[src/rtl/mem_arb_ctrl.sv]
`default_nettype none
// ============================================================================
// Module      : mem_arb_ctrl
// Description : Two-port arbiter and sequencer for the shared four-bank main
//               memory. Grants the icache (port 0) or dcache (port 1) miss
//               engine, issues one memory access for the owner, waits the
//               fixed read latency and returns a one-cycle done pulse.
// Revision    : 1.0 - initial release
// ----------------------------------------------------------------------------
// Parameters:
//   AW   address width
//   DW   data width
//   LAT  memory read latency, issue to valid mem_rdata (legal 1..7)
// Build option:
//   MEM_ARB_RR_EN  defined   -> round-robin on ties (first tie goes to port 0)
//                  undefined -> fixed priority, port 1 wins ties
// Ports:
//   clk        system clock, rising edge
//   rst        synchronous reset, active low
//   req[1:0]   request per port (bit0 icache, bit1 dcache)
//   wr[1:0]    per-port write flag
//   addr0/1    per-port address
//   wdata0/1   per-port write data
//   gnt[1:0]   one-hot grant while the port owns the memory
//   done[1:0]  one-cycle completion pulse to the owner
//   rdata      last captured read data (shared)
//   busy       high whenever the sequencer is not idle
//   mem_en     memory access strobe, one cycle per transaction
//   mem_wr     write qualifier for mem_en
//   mem_addr   memory address (latched)
//   mem_wdata  memory write data (latched)
//   mem_rdata  memory read data
// ============================================================================
module mem_arb_ctrl #(
  parameter int AW  = 16,
  parameter int DW  = 16,
  parameter int LAT = 2
) (
  input  logic          clk,
  input  logic          rst,
  input  logic [1:0]    req,
  input  logic [1:0]    wr,
  input  logic [AW-1:0] addr0,
  input  logic [AW-1:0] addr1,
  input  logic [DW-1:0] wdata0,
  input  logic [DW-1:0] wdata1,
  output logic [1:0]    gnt,
  output logic [1:0]    done,
  output logic [DW-1:0] rdata,
  output logic          busy,
  output logic          mem_en,
  output logic          mem_wr,
  output logic [AW-1:0] mem_addr,
  output logic [DW-1:0] mem_wdata,
  input  logic [DW-1:0] mem_rdata
);

  localparam logic [1:0] c_IDLE  = 2'd0;
  localparam logic [1:0] c_ISSUE = 2'd1;
  localparam logic [1:0] c_WAIT  = 2'd2;
  localparam logic [1:0] c_DONE  = 2'd3;

  // Counter starts at LAT-1 so the final WAIT cycle lines up with the
  // cycle in which the memory presents valid read data.
  localparam logic [2:0] c_CNT_LOAD = 3'(LAT - 1);

  logic [1:0]    state_q, state_d;
  logic          owner_q, owner_d;
  logic          wr_q, wr_d;
  logic [AW-1:0] addr_q, addr_d;
  logic [DW-1:0] wdata_q, wdata_d;
  logic [2:0]    cnt_q, cnt_d;
  logic [DW-1:0] rdata_q, rdata_d;

  logic          w_pick;   // port that would win arbitration this cycle
  logic          w_accept; // a grant is taken this cycle

  assign w_accept = (state_q == c_IDLE) && (req != 2'b00);

  // --------------------------------------------------------------------------
  // Arbitration
  // --------------------------------------------------------------------------
`ifdef MEM_ARB_RR_EN
  // last_q holds the most recently granted port; it resets to port 1 so the
  // first tie after reset goes to port 0.
  logic last_q, last_d;

  always_comb begin
    if (req == 2'b11) begin
      w_pick = ~last_q;
    end else begin
      w_pick = req[1];
    end
  end

  always_comb begin
    last_d = last_q;
    if (w_accept) begin
      last_d = w_pick;
    end
  end

  always_ff @(posedge clk) begin
    if (!rst) begin
      last_q <= 1'b1;
    end else begin
      last_q <= last_d;
    end
  end
`else
  // Fixed priority: port 1 wins whenever it is requesting.
  always_comb begin
    w_pick = req[1];
  end
`endif

  // --------------------------------------------------------------------------
  // FSM: state register
  // --------------------------------------------------------------------------
  always_ff @(posedge clk) begin
    if (!rst) begin
      state_q <= c_IDLE;
    end else begin
      state_q <= state_d;
    end
  end

  // --------------------------------------------------------------------------
  // FSM: next-state logic
  // --------------------------------------------------------------------------
  always_comb begin
    state_d = state_q;
    case (state_q)
      c_IDLE:  if (req != 2'b00) state_d = c_ISSUE;
      c_ISSUE: state_d = c_WAIT;
      c_WAIT:  if (cnt_q == 3'd0) state_d = c_DONE;
      c_DONE:  state_d = c_IDLE;
      default: state_d = c_IDLE;
    endcase
  end

  // --------------------------------------------------------------------------
  // FSM: outputs, decoded from registered state only
  // --------------------------------------------------------------------------
  always_comb begin
    gnt    = 2'b00;
    done   = 2'b00;
    busy   = 1'b0;
    mem_en = 1'b0;
    mem_wr = 1'b0;
    if (state_q != c_IDLE) begin
      busy = 1'b1;
      gnt  = owner_q ? 2'b10 : 2'b01;
    end
    if (state_q == c_ISSUE) begin
      mem_en = 1'b1;
      mem_wr = wr_q;
    end
    if (state_q == c_DONE) begin
      done = owner_q ? 2'b10 : 2'b01;
    end
  end

  assign mem_addr  = addr_q;
  assign mem_wdata = wdata_q;
  assign rdata     = rdata_q;

  // --------------------------------------------------------------------------
  // Datapath next-state: request latch, latency counter, read capture
  // --------------------------------------------------------------------------
  always_comb begin
    owner_d = owner_q;
    wr_d    = wr_q;
    addr_d  = addr_q;
    wdata_d = wdata_q;
    cnt_d   = cnt_q;
    rdata_d = rdata_q;

    // The owner's request fields are frozen here; requesters may change
    // them freely once the transaction completes.
    if (w_accept) begin
      owner_d = w_pick;
      wr_d    = w_pick ? wr[1]  : wr[0];
      addr_d  = w_pick ? addr1  : addr0;
      wdata_d = w_pick ? wdata1 : wdata0;
    end

    if (state_q == c_ISSUE) begin
      cnt_d = c_CNT_LOAD;
    end

    if (state_q == c_WAIT) begin
      cnt_d = cnt_q - 3'd1;
      // Writes leave the shared read-data register untouched.
      if ((cnt_q == 3'd0) && !wr_q) begin
        rdata_d = mem_rdata;
      end
    end
  end

  always_ff @(posedge clk) begin
    if (!rst) begin
      owner_q <= 1'b0;
      wr_q    <= 1'b0;
      addr_q  <= '0;
      wdata_q <= '0;
      cnt_q   <= 3'd0;
      rdata_q <= '0;
    end else begin
      owner_q <= owner_d;
      wr_q    <= wr_d;
      addr_q  <= addr_d;
      wdata_q <= wdata_d;
      cnt_q   <= cnt_d;
      rdata_q <= rdata_d;
    end
  end

endmodule
`default_nettype wire
[config.mk]
export PLATFORM = sky130hd
export DESIGN_NAME = mem_arb_ctrl
export DESIGN_NICKNAME = d
export VERILOG_FILES = /design/src/rtl/mem_arb_ctrl.sv
export SDC_FILE = /design/constraint.sdc
export NUM_CORES = 1
export LEC_CHECK = 0
export ABC_AREA = 1
export CORE_MARGIN = 10
export CORE_UTILIZATION = 36
export CTS_CLUSTER_DIAMETER = 40
export CTS_CLUSTER_SIZE = 10
export DETAILED_ROUTE_END_ITERATION = 6
export GPL_ROUTABILITY_DRIVEN = 0
export PLACE_DENSITY_LB_ADDON = 0.15
export SLEW_MARGIN = 20
export SYNTH_ARGS = -nofsm -noshare
export SYNTH_HDL_FRONTEND = slang
export SYNTH_SLANG_ARGS = --single-unit
export TNS_END_PERCENT = 5
[constraint.sdc]
create_clock -name clk -period 1.4 [get_ports clk]
set_clock_uncertainty 0.1 [all_clocks]
set_input_delay 0.28 -clock clk [delete_from_list [all_inputs] [get_ports clk]]
set_output_delay 0.28 -clock clk [all_outputs]
set_load 0.1 [all_outputs]
==> metrics.md, run 1 <==
| Metric | Value |
|---|---|
| Max transition margin | `about four fifths` |
| Total Die Area | `~11000 µm²` |
| Die Ht | `107 µm` |
| PortBufs | `140` |
| Syn_nets | `533` |
| Failing checks | `negative setup slack` |
| Fin crit share | `116%` |
| FILL cells | `595` |
| Final Routed Wirelength | `between 8000 and 9000 µm` |
| PnR worst setup slack | `-0.228 ns` |
| Synthesized area per cell | `6.22 µm²` |
| Starting Density | `37.3%` |
| CTS buffer count | `5` |
| Core Footprint | `7330 µm²` |
| Post-Syn Area | `about 2700 µm²` |
| Crit Path Max Fanout | `5` |
| Post-route DRC | `0` |
| Final TNS setup | `-4.37 ns` |
| Root Driver | `clkbuf_8` |
| Yosys warns | `0` |
| Worst-skew pair later-pin latency | `0.30 ns` |
| Slew @ Worst Pin | `~0.27 ns` |
| Clk pwr share | `8.4%` |
| Min-delay src | `rst` |
| Largest net degree at the start of global routing | `62` |
| Yosys cell types | `17` |
| DR pass1 iterations | `4` |
| Fin crit period | `1.63 ns` |
| Fin area | `5090 µm²` |
| Cell Chain, Critical Path | `inv_4 -> ha_4 -> clkinvlp_4 -> buf_12` |
| DR WL/cell | `12.6 µm` |
| Site Rows | `31` |
| Htree depth | `2` |
| Slowest CP cell | `dfxtp_4` |
| Yosys reg bits | `55` |
| Max frequency | `614 MHz` |
| PwrDens | `2500 nW/µm²` |
| Sequential Power Share | `21.3%` |
| Vias after detailed routing | `2919` |
| Via-to-Cell Ratio | `4.29` |
| Number of nets with antenna violations after routing | `0` |
| Die Width | `between 100 and 150 µm` |
| Critical path class | `register to primary output` |
| Commonest non-fill, non-tap cell in the layout | `nand2_1` |
| CP required | `1.02 ns` |
| WHS | `0.212 ns` |
| Worst setup startpoint | `state_q[0]` |
| CTS sink count | `55` |
| Instance count of the mapped netlist | `440` |
| Seq/Total Area, Yosys | `40.2%` |
| Final setup violation count | `58` |
| CP Data Arrival Time | `~1.3 ns` |
| RR Startpoint | `state_q[0]` |
| Most frequent cells in the layout | `nand2_1, nor2_1, clkdlybuf4s50_1` |
| Status | `finished with violations` |
| Pleak | `2.34 nW` |
| Antenna violations before repair | `0` |
| First-pass GRT wire length | `13500 µm` |
| Vias in the first global route | `2896` |
| CP Launch Type | `register` |
| Hpwl dp | `6890 µm` |
| Placed cell area | `4890 µm²` |
| Ports | `141` |
| Psw | `around 6.8 mW` |
| CP Capture Type | `primary output` |
| Critical Path Max Stage Delay | `about 0.38 ns` |
| Gate power share | `70.3%` |
| Final hold violations | `0` |
| RSZ-0062 raised after global routing | `true` |
| Share of post-route cells with drive strength above 1 | `17.9%` |
| Worst-path clk slew | `0.09 ns` |
| Max_cap viols | `0` |
| Final Max Slew Viols | `0` |
| CTS tree | `built` |
| Grt ovf | `0` |
| # diodes | `0` |
| Drt first-iter violations | `60` |
| Hold Path Class | `primary input to register` |
| Area grow syn2layout | `85.8%` |
| Max clock buf depth | `2` |
| Total GRT Usage | `14.3%` |
| Sw frac | `53.4%` |
| # hold bufs at CTS | `0` |
| Worst VDD drop | `1.24 mV` |
| Internal | `~5.9 mW` |
| Final net count | `roughly 670` |
## final timing paths
check | end | slack [ns] | cells past startpoint
max | busy | -0.23 | 4
min | state_q[1] | 0.21 | 3
max reg2reg | mem_addr[3] | -0.11 | 8
min reg2reg | cnt_q[1] | 0.38 | 2
## critical path: cells and delay by family, from the launching register on
kind       cells  cell delay [ns]
flops          1             0.38
fa+ha+maj      1             0.20
buf+inv        3             0.36
## repair_timing
item	CTS	global route
pin swaps	2	3
gates resized for setup	5	16
gates cloned	0	1
buffers inserted	3	0
endpoints found under the setup margin	25	59
hold endpoints to repair	0	0
## cell families after synthesis
group                      count (synthesis)  synth area share [%]
adders and majority gates                  7                  3.20
buffers and inverters                    102                  15.4
and+or+nand+nor                          219                  30.6
AOI/OAI and AO/OA                         57                  10.6
DFF                                       55                  40.2
## power by group through the flow
stage	Sequential (mW)	Combinational (mW)	Clock, mW
2_1_floorplan	5.89	2.35	0
3_3_place_gp	2.70	8.72	0
3_5_place_dp	2.73	8.83	0
4_1_cts	2.71	8.93	1.11
5_1_grt	2.79	9.43	1.17
6_report	2.71	8.95	1.07
## layer usage
layer	vias up	global-route usage [%]	routed length, µm	part of all wire (%)
met5	-	0	0	0
met4	0	3.38	45	0.53
met3	4	6.41	819	9.6
met2	88	24.9	4290	50
met1	1256	15.5	3390	40
li1	1571	-	-	-
## metrics by stage
step                      total power [mW]  std cells  util (%)  setup slack [ns]
after floorplan                       8.24        440         -            -0.172
final                                 12.7        680      69.4            -0.228
after CTS                             12.7        679      68.8            -0.245
after detailed placement              11.6        668      66.7            -0.222
after global routing                  13.4        680      69.4            -0.272
after global placement                11.4        668      66.7            -0.157
## cell type report
class | instances | area [µm²] | area share [%]
clock inverters | 2 | 35.0 | 0.689
flip-flops and latches | 55 | 1110 | 21.8
inverters | 80 | 320 | 6.30
repair inverters | 1 | 7.51 | 0.148
clock buffers | 6 | 82.6 | 1.62
multi-input cells | 283 | 1310 | 25.7
repair buffers | 154 | 2100 | 41.3
well taps | 99 | 124 | 2.44
## cell usage after synthesis (all sizes together)
library cell,number,area [µm²]
nand3b,2,15.0
buf,12,83.8
clkbuf,10,37.5
a31oi,1,6.26
nand2,110,413
nor2,105,394
o21ai,51,259
nand3,2,15.0
dfxtp,55,1100
inv,80,300
a21oi,5,25.0
ha,7,87.6
## state kept, by name (all words and copies together), names as in the netlist
register and count:
wr_q 1, cnt_q 3, mem_addr 16, state_q 2, rdata 16, mem_wdata 16, owner_q 1
(Power assumes the default switching activity.)
==> run 2, diff against run 1 <==
--- a/config.mk
+++ b/config.mk
@@ -7,13 +7,12 @@
 export LEC_CHECK = 0
 export ABC_AREA = 1
 export CORE_MARGIN = 10
-export CORE_UTILIZATION = 36
+export CORE_UTILIZATION = 30
 export CTS_CLUSTER_DIAMETER = 40
 export CTS_CLUSTER_SIZE = 10
 export DETAILED_ROUTE_END_ITERATION = 6
 export GPL_ROUTABILITY_DRIVEN = 0
 export PLACE_DENSITY_LB_ADDON = 0.15
-export SLEW_MARGIN = 20
 export SYNTH_ARGS = -nofsm -noshare
 export SYNTH_HDL_FRONTEND = slang
 export SYNTH_SLANG_ARGS = --single-unit
==> metrics.md, run 2 (synthesized netlist as in run 1, its figures left out) <==
| Metric | Value |
|---|---|
| Status | `finished with violations` |
| Failing checks | `negative setup slack` |
| DR WL/cell | `12.2 µm (-3.1%)` |
| CTS tree | `built` |
| Critical Path Max Stage Delay | `0.38 ns (about the same)` |
| Die Ht | `116 µm (+7.8%)` |
| Placed cell area | `4920 µm² (+0.69%)` |
| Pleak | `2.38 nW (+1.5%)` |
| Largest net degree at the start of global routing | `43 (-31%)` |
| Worst R2R Setup Slack | `-0.20 ns (-0.09 ns)` |
| Vias in the first global route | `2913 (+0.59%)` |
| Hpwl dp | `6870 µm (-0.23%)` |
| Fin crit period | `1.66 ns (+0.0278 ns)` |
| Gate power share | `70.0% (-0.3 points)` |
| Cell Chain, Critical Path | `buf_6 -> ha_4 -> nand2_4 -> clkinvlp_4 -> buf_12` |
| Slew @ Worst Pin | `0.266 ns (-0.00773 ns)` |
| Final Max Slew Viols | `0 (unchanged)` |
| PortBufs | `140 (unchanged)` |
| Worst Hold Depth | `3 (unchanged)` |
| Root Driver | `clkbuf_8` |
| PnR worst setup slack | `-0.255 ns (-0.0278 ns)` |
| CP Capture Type | `primary output` |
| RR Startpoint | `state_q[0]` |
| Worst slack, placed | `-0.163 ns (+0.0590 ns)` |
| Area grow syn2layout | `88.8%` |
| Worst hold endpoint | `mem_addr[10]` |
| DR pass1 iterations | `4 (unchanged)` |
| Sequential Power Share | `20.9% (-0.4 points)` |
| R2r endpoint | `mem_wdata[12]` |
| Crit Path Max Fanout | `3 (-2)` |
| Worst-path clk slew | `0.11 ns (+0.02 ns)` |
| Drt first-iter violations | `83 (+38%)` |
| Crit path buffers/inverters | `3 (unchanged)` |
| Starting Density | `31.1% (-6.3 points)` |
| Sw frac | `52.9% (-0.50 points)` |
| Internal | `6.10 mW (+2.7%)` |
| CP Data Arrival Time | `1.28 ns (+0.03 ns)` |
| Final Routed Wirelength | `8440 µm (-1.2%)` |
| Max transition margin | `82.1% (+0.52 points)` |
| Number of nets with antenna violations after routing | `0 (unchanged)` |
| Total Die Area | `13300 µm² (+16%)` |
| Ports | `141 (unchanged)` |
| PwrDens | `2500 nW/µm² (about the same)` |
| Post-route DRC | `0 (unchanged)` |
| Worst-skew pair later-pin latency | `0.30 ns (about the same)` |
| CP Launch Type | `register` |
| Final setup violation count | `42 (-28%)` |
| CTS sink count | `55 (unchanged)` |
| # hold bufs at CTS | `0 (unchanged)` |
| Critical path class | `register to primary output` |
| Final hold violations | `0 (unchanged)` |
| Commonest non-fill, non-tap cell in the layout | `nand2_1` |
| Site Rows | `34 (+9.7%)` |
| Most frequent cells in the layout | `nand2_1, nor2_1, clkdlybuf4s50_1` |
| First-pass GRT wire length | `13500 µm (about the same)` |
| Grt ovf | `0 (unchanged)` |
| Share of post-route cells with drive strength above 1 | `19.0% (+1.1 points)` |
| Min-delay src | `rst` |
| Hold Path Class | `primary input to register` |
| Vias after detailed routing | `2887 (-1.1%)` |
| Slowest CP cell | `dfxtp_4` |
| Max clock buf depth | `2 (unchanged)` |
| CP delay by family, top | `flip-flops` |
| RSZ-0062 raised after global routing | `true` |
| Max frequency | `604 MHz (-1.7%)` |
| R2r worst-path depth | `9 (+1)` |
| Via-to-Cell Ratio | `4.17 (-3.0%)` |
| Clk pwr share | `9.1% (+0.7 points)` |
| Worst VDD drop | `1.13 mV (-8.7%)` |
| Final net count | `677 (+0.59%)` |
| Max_cap viols | `0 (unchanged)` |
| # diodes | `0 (unchanged)` |
| CP required | `1.02 ns (about the same)` |
| Fin area | `5170 µm² (+1.6%)` |
| Antenna violations before repair | `0 (unchanged)` |
| Total GRT Usage | `12.4% (-1.9 points)` |
| Htree depth | `2 (unchanged)` |
| CTS buffer count | `5 (unchanged)` |
| Psw | `6.83 mW (+0.63%)` |
| Die Width | `116 µm (+7.8%)` |
| Fin crit share | `118% (+2.0 points)` |
| Core Footprint | `8810 µm² (+20%)` |
## run 2: timing repair
| item | 4_1_cts | 5_1_grt |
|---|---|---|
| pin swaps | 4 | 1 |
| setup endpoints to repair | 23 | 59 |
| endpoints found under the hold margin | 0 | 0 |
| buffers inserted | 4 | 1 |
| resized for setup | 17 | 16 |
## run 2: area by class of cell
type | count | area (µm²)
timing repair buffer | 159 | 2160
clock buffer | 6 | 93.8
inverter | 80 | 317
clock inverter | 2 | 37.5
sequential | 55 | 1110
multi-input combinational | 283 | 1320
fill | 838 | 3640
tap | 108 | 135
## run 2: worst max-delay path by stage
stage,from,to,slack [ns],depth (start not counted)
2_1_floorplan,state_q[1],mem_wr,-0.17,4
3_3_place_gp,req[0],mem_addr[8],-0.14,6
3_5_place_dp,req[0],mem_wdata[9],-0.16,6
4_1_cts,state_q[0],mem_wr,-0.26,5
5_1_grt,state_q[0],mem_wr,-0.31,5
6_report,state_q[0],mem_wr,-0.26,5
## run 2: metrics by stage
step	hold WS [ns]	std cells	TNS [ns]	utilization (%)	power, mW
6_report	0.185	693	-6.70	58.7	12.9
5_1_grt	0.186	693	-10.84	58.7	13.6
4_1_cts	0.177	692	-3.35	58.1	12.9
3_5_place_dp	0.359	680	-5.70	55.9	11.6
3_3_place_gp	0.355	680	-4.77	55.9	11.5
2_1_floorplan	0.340	440	-0.852	-	8.24
## run 2: routing by layer
metal  global-route usage [%]  routed length [µm]  vias to the layer above  share of wire, %
met5                        0                   0                        -                 0
met4                     2.53                  29                        0              0.34
met3                     5.84                 792                        2               9.4
met2                     22.5                4250                       81                50
met1                     12.9                3370                     1231                40
li1                         -                   -                     1573                 -
## run 2: power groups by stage
stage                     clock network, mW  logic, mW  registers [mW]
final                                  1.18       9.05            2.70
after CTS                              1.24       9.00            2.70
after floorplan                           0       2.35            5.89
after global placement                    0       8.78            2.69
after detailed placement                  0       8.83            2.72
after global routing                   1.29       9.57            2.78
## run 2: tightest hold or removal path, delay by kind of cell
| kind | cells | cell delay [ns] |
|---|---|---|
| AND/OR/NAND/NOR | 2 | 0.11 |
| buffers and inverters | 1 | 0.17 |
